==> src/rtl/ex_stage_unit.sv <==
// Execute stage: falling-edge ID/EX operand latch, instruction decode to ALU op,
// 32-bit ALU with zero/overflow flags, and a combinational branch-condition flag.
module ex_stage_unit (
    input  logic        clk,
    input  logic        rst,
    input  logic [31:0] IRi,
    input  logic [31:0] NPCi,
    input  logic [31:0] Ai,
    input  logic [31:0] Bi,
    input  logic [31:0] Immi,
    output logic        cond,
    output logic [31:0] ALUo,
    output logic        ZFo,
    output logic        OFo,
    output logic [31:0] Bo,
    output logic [31:0] IRo
);

    localparam logic [2:0] OP_AND  = 3'b000;
    localparam logic [2:0] OP_OR   = 3'b001;
    localparam logic [2:0] OP_XOR  = 3'b010;
    localparam logic [2:0] OP_NOR  = 3'b011;
    localparam logic [2:0] OP_ADD  = 3'b100;
    localparam logic [2:0] OP_SUB  = 3'b101;
    localparam logic [2:0] OP_SLT  = 3'b110;
    localparam logic [2:0] OP_SLTU = 3'b111;

    logic [31:0] a_q;
    logic [31:0] b_q;
    logic [31:0] ir_q;

    logic [5:0]  opcode;
    logic [5:0]  funct;
    logic        is_alur;
    logic        is_branch;
    logic [2:0]  alu_op;

    logic [31:0] alu_res;
    logic [31:0] sum;
    logic [31:0] diff;
    logic        ovf;

    assign opcode    = ir_q[31:26];
    assign funct     = ir_q[5:0];
    assign is_alur   = (opcode == 6'h00);
    assign is_branch = (opcode == 6'h04) || (opcode == 6'h05);

    // Operand selects come from the already-latched IR, one latch behind IRi.
    always_ff @(negedge clk or negedge rst) begin
        if (!rst) begin
            ir_q <= 32'h0;
            a_q  <= 32'h0;
            b_q  <= 32'h0;
        end else begin
            ir_q <= IRi;
            a_q  <= is_branch ? NPCi : Ai;
            if (is_alur)
                b_q <= Bi;
            else if (is_branch)
                b_q <= {Immi[29:0], 2'b00};
            else
                b_q <= Immi;
        end
    end

    always_comb begin
        alu_op = OP_ADD;
        if (is_alur) begin
            case (funct)
                6'h20, 6'h21: alu_op = OP_ADD;
                6'h22, 6'h23: alu_op = OP_SUB;
                6'h24:        alu_op = OP_AND;
                6'h25:        alu_op = OP_OR;
                6'h26:        alu_op = OP_XOR;
                6'h27:        alu_op = OP_NOR;
                6'h2A:        alu_op = OP_SLT;
                6'h2B:        alu_op = OP_SLTU;
                default:      alu_op = OP_ADD;
            endcase
        end else begin
            case (opcode)
                6'h08, 6'h09: alu_op = OP_ADD;
                6'h0C:        alu_op = OP_AND;
                6'h0D:        alu_op = OP_OR;
                6'h0E:        alu_op = OP_XOR;
                6'h0A:        alu_op = OP_SLT;
                6'h0B:        alu_op = OP_SLTU;
                default:      alu_op = OP_ADD;
            endcase
        end
    end

    assign sum  = a_q + b_q;
    assign diff = a_q - b_q;

    always_comb begin
        alu_res = 32'h0;
        ovf     = 1'b0;
        case (alu_op)
            OP_AND:  alu_res = a_q & b_q;
            OP_OR:   alu_res = a_q | b_q;
            OP_XOR:  alu_res = a_q ^ b_q;
            OP_NOR:  alu_res = ~(a_q | b_q);
            OP_ADD: begin
                alu_res = sum;
                ovf     = (a_q[31] == b_q[31]) && (sum[31] != a_q[31]);
            end
            OP_SUB: begin
                alu_res = diff;
                ovf     = (a_q[31] != b_q[31]) && (diff[31] != a_q[31]);
            end
            OP_SLT:  alu_res = {31'h0, ($signed(a_q) < $signed(b_q))};
            OP_SLTU: alu_res = {31'h0, (a_q < b_q)};
            default: alu_res = 32'h0;
        endcase
    end

    assign ALUo = alu_res;
    assign ZFo  = (alu_res == 32'h0);
    assign OFo  = ovf;
    assign Bo   = b_q;
    assign IRo  = ir_q;
    assign cond = (Ai == 32'h0);

endmodule

==> config.mk <==
export PLATFORM = sky130hd
export DESIGN_NAME = ex_stage_unit
export DESIGN_NICKNAME = d
export VERILOG_FILES = /design/src/rtl/ex_stage_unit.sv
export SDC_FILE = /design/constraint.sdc
export NUM_CORES = 1
export LEC_CHECK = 0
export ABC_AREA = 1
export CAP_MARGIN = 5
export CORE_AREA = 3 3 196 198
export CTS_CLUSTER_SIZE = 16
export DETAILED_ROUTE_END_ITERATION = 12
export DIE_AREA = 0 0 199 201
export HOLD_SLACK_MARGIN = 0.12
export PLACE_DENSITY = 0.62
export SLEW_MARGIN = 25
export SYNTH_ARGS = -nofsm -noshare
export SYNTH_HDL_FRONTEND = slang
export SYNTH_SLANG_ARGS = --single-unit
==> constraint.sdc <==
create_clock -name clk -period 3.5 [get_ports clk]
set_input_delay 0.7 -clock clk [delete_from_list [all_inputs] [get_ports clk]]
set_output_delay 0.7 -clock clk [all_outputs]
set_load 0.03 [all_outputs]
==> summary.txt <==
Placed design
  – Placed Cells: 3022
  – Detailed Place HPWL: 46400 um
  – GP Congestion: 1.01
  – # port buffers: 260
  – Placed cell area: 18200 um^2

Floorplanning
  – DIE AREA: between 30000 and 40000 um^2
  – Die height: 201 um
  – # IOs: 261
  – Row count: 70
  – CORE AREA: 36700 um^2
  – Initial core utilization: 30.0%
  – Chip width: about 200 um

Cells and area
  – ANT cells: 0
  – P&R area growth vs syn: 96.8%
  – Fin area: 21700 um^2
  – Register Area: ~2400 um^2
  – Final Non-Filler Cells: 3141
  – Most frequent cells in the layout: nand2_1 (543), buf_4 (425), inv_1 (287)
  – Most common cell after layout, fill and taps aside: nand2_1
  – Fillers: 3431
  – Proportion of layout cells with a drive suffix above 1: 43.5%
  – Nets: 2928
  – Area taken by multi-input logic gates: 9240 um^2

Critical path
  – Crit Path Class: reg2out
  – Crit-path most repeated cell: nand2_2
  – CP startpoint: Bo[5]
  – Required @ worst endpoint: 2.80 ns
  – Arrival time worst endpoint: 4.95 ns
  – Slowest cell on the critical path: dfrtn_1
  – Worst setup EP type: output port
  – Worst r2r src: IRo[27]
  – Worst setup SP type: flop
  – Critical Path Fanout Max: 6
  – Crit-path cells: inv_2 -> ha_4 -> buf_12 -> nand2_8 -> buf_6 -> nor2_4 -> nand3_2 -> nand3b_1 -> nand2_2 -> nand2_2 -> nand2_1 -> nand3_1 -> nand4_1 -> nor2_2 -> nand2_2 -> nor2_2 -> nand2_2 -> nor2_4 -> buf_12
  – Slowest stage delay, CP: roughly 0.45 ns

Synth
  – Synth area leader: nand2_1
  – Syn nets: 2201
  – Synthesized area per cell: 5.68 um^2
  – Post-synth EDFFs: 0
  – Post-synth cell types: 39
  – Ys async rst share: 100%
  – Synth Flop Type: dfrtn_1
  – Synthesized netlist cell count: around 1900
  – Mapped Area: approximately 11000 um^2
  – Post-synthesis register bit count: 96
  – Dominant cells by area after synthesis: nand2_1 (25%), dfrtn_1 (22%), inv_1 (13%)
  – Synth top area share: around a quarter
  – Yosys warns: 0
  – Sequential fraction of the synthesis area: 21.8%

Min path
  – Hold Crit Class: reg2reg
  – Hold path startpoint: IRo[29]

CTS
  – Reg clk slew, reported paths: 0.05 ns
  – Clock root buffer: clkbuf_16
  – H-Tree Level Count: 3
  – CTS buffer count: 9
  – Clk Latency, worst-skew pair: 0.36 ns
  – CTS tree: yes
  – Clock tree buffer depth: 2
  – Clock Sink Count: 96
  – Cts hold-fix bufs: 0

Power
  – Internal power: 3890 uW
  – Clock network power share: 15.5%
  – Peak supply drop: 0.278 mV
  – Pleak: 0.0114 uW
  – NetSw: 2730 uW
  – Switching Fraction: just over 40%
  – Logic pwr share: 65.8%
  – Reg power frac: between 10% and 20%
  – Pwr dens: 305 nW/um^2

STA
  – Worst slew margin: 41.2%
  – Pins Over Slew Limit: 0
  – Worst setup margin: -2.15 ns
  – Final Hold Viols: 0
  – RSZ-0062 raised after global routing: true
  – Final Setup Violations: 55
  – Setup total negative slack: -59.44 ns
  – Clk_skew: roughly 0.0056 ns
  – Actual slew at the worst max-slew pin: 0.881 ns

Global route
  – Initial antenna violation count: 0
  – Tot GR Track Use: 27.4%
  – First-pass GRT wire length: between 80000 and 90000 um
  – Largest net degree at the start of global routing: 71
  – Grt total ovfl: 0
  – Vias in the first global route: 14800

Detailed routing
  – Total iterations of the first detailed-routing run: 6
  – Initial detailed-routing violation count: 1111
  – Met2 Wirelength: between 20000 and 25000 um
  – Post-Route WL: 56300 um
  – Vias/cell: approximately 4.7
  – Met3 Routed Length: between 4000 and 5000 um
  – Wire length on met1: 25600 um
  – Remaining antenna violation count after routing: 0
  – DR top layer: met4
  – Wire length per cell: 17.9 um
  – Vias: approximately 15000
  – DRC viols: 0

Status
  – Failing checks: negative setup slack
  – Status: complete, but fails checks

Flow run
  – Max-cap violations: 0
synthesized netlist by cell type (2+ instances only):
cell type / instances
nand3b_1: 6
fa_1: 2
a31oi_1: 30
inv_2: 4
nand2_2: 3
buf_4: 2
nand2_1: 733
nor2_1: 224
nor3_1: 11
dfrtn_1: 96
or2_2: 2
buf_6: 6
o21bai_1: 4
nand4_1: 42
nand3_2: 3
xor2_1: 22
inv_1: 367
ha_1: 96
nor2_2: 6
nand3_1: 141
buf_2: 23
o21ai_0: 18
nor3_2: 2
a21oi_1: 40
nor4_1: 8
nor2_4: 2
clkbuf_1: 36
registers in the layout, indices dropped and copies added, names as in the netlist:
signal  flops
Bo         32
IRo        32
a_q        32
power by group through the flow:
stage,sequential (uW),combinational [uW],clock (uW)
floorplan,1340,1430,0
global placement,1250,3530,0
detailed placement,1250,3540,0
CTS,1230,4010,1050
global route,1250,4620,1090
finish,1240,4350,1030
cell families (layout without fill, tap and decap cells):
family,count (synthesis),in the layout,share of synthesized area [%]
adder cells (fa/ha/maj),98,98,11.3
AO/OA/AOI/OAI,99,99,5.16
flip-flops,96,96,21.8
buffers and inverters,440,1170,15.8
AND/OR/NAND/NOR,1186,1188,44.3
XOR/XNOR,22,22,1.75
routing by layer:
layer | vias up | GRT usage, %
li1 | 7321 | -
met1 | 6903 | 38.9
met2 | 497 | 41.8
met3 | 65 | 6.04
met4 | 0 | 7.30
met5 | - | 0
area by class of cell:
type                    instances  share of cell area (%)
clock inverters                 7                   0.364
repair buffers                782                    35.6
inverters                     372                    6.55
well taps                     468                    2.70
clock buffers                   9                    1.04
multi-input cells            1407                    42.6
flip-flops and latches         96                    11.1
worst max-delay path: cells and delay by family (launching register included):
kind | cells | cell delay, ns
adder cells (fa/ha/maj) | 1 | 0.28
buffers and inverters | 4 | 0.46
flip-flops | 1 | 0.45
AND/OR/NAND/NOR | 14 | 1.63
metrics by stage:
| step | util, % | hold WS, ns | total power, uW | setup slack [ns] |
|---|---|---|---|---|
| after floorplan | - | 0.877 | 2780 | -1.77 |
| after global placement | 49.5 | 0.965 | 4780 | -2.21 |
| after detailed placement | 49.5 | 0.963 | 4790 | -2.21 |
| after CTS | 55.5 | 1.00 | 6290 | -2.10 |
| after global routing | 59.1 | 1.06 | 6960 | -2.30 |
| final | 59.1 | 1.00 | 6620 | -2.15 |
worst paths after layout:
kind / endpoint / slack, ns / cells after the start
worst max-delay path: ZFo / -2.15 / 19
worst min-delay path: Bo[1] / 1.00 / 6
worst max register to register: a_q[0] / 1.01 / 6
worst min register to register: Bo[1] / 1.00 / 6
max in group asynchronous: a_q[24] / 1.16 / 2
min in group asynchronous: IRo[2] / 1.96 / 2
what timing repair did:
| item | 4_1_cts | 5_1_grt |
|---|---|---|
| pin swaps | 136 | 166 |
| endpoints found under the setup margin | 61 | 73 |
| endpoints found under the hold margin | 0 | 0 |
| cloned | 2 | 1 |
| resized for setup | 356 | 306 |
| setup buffers | 74 | 51 |
(Power assumes the default switching activity.)
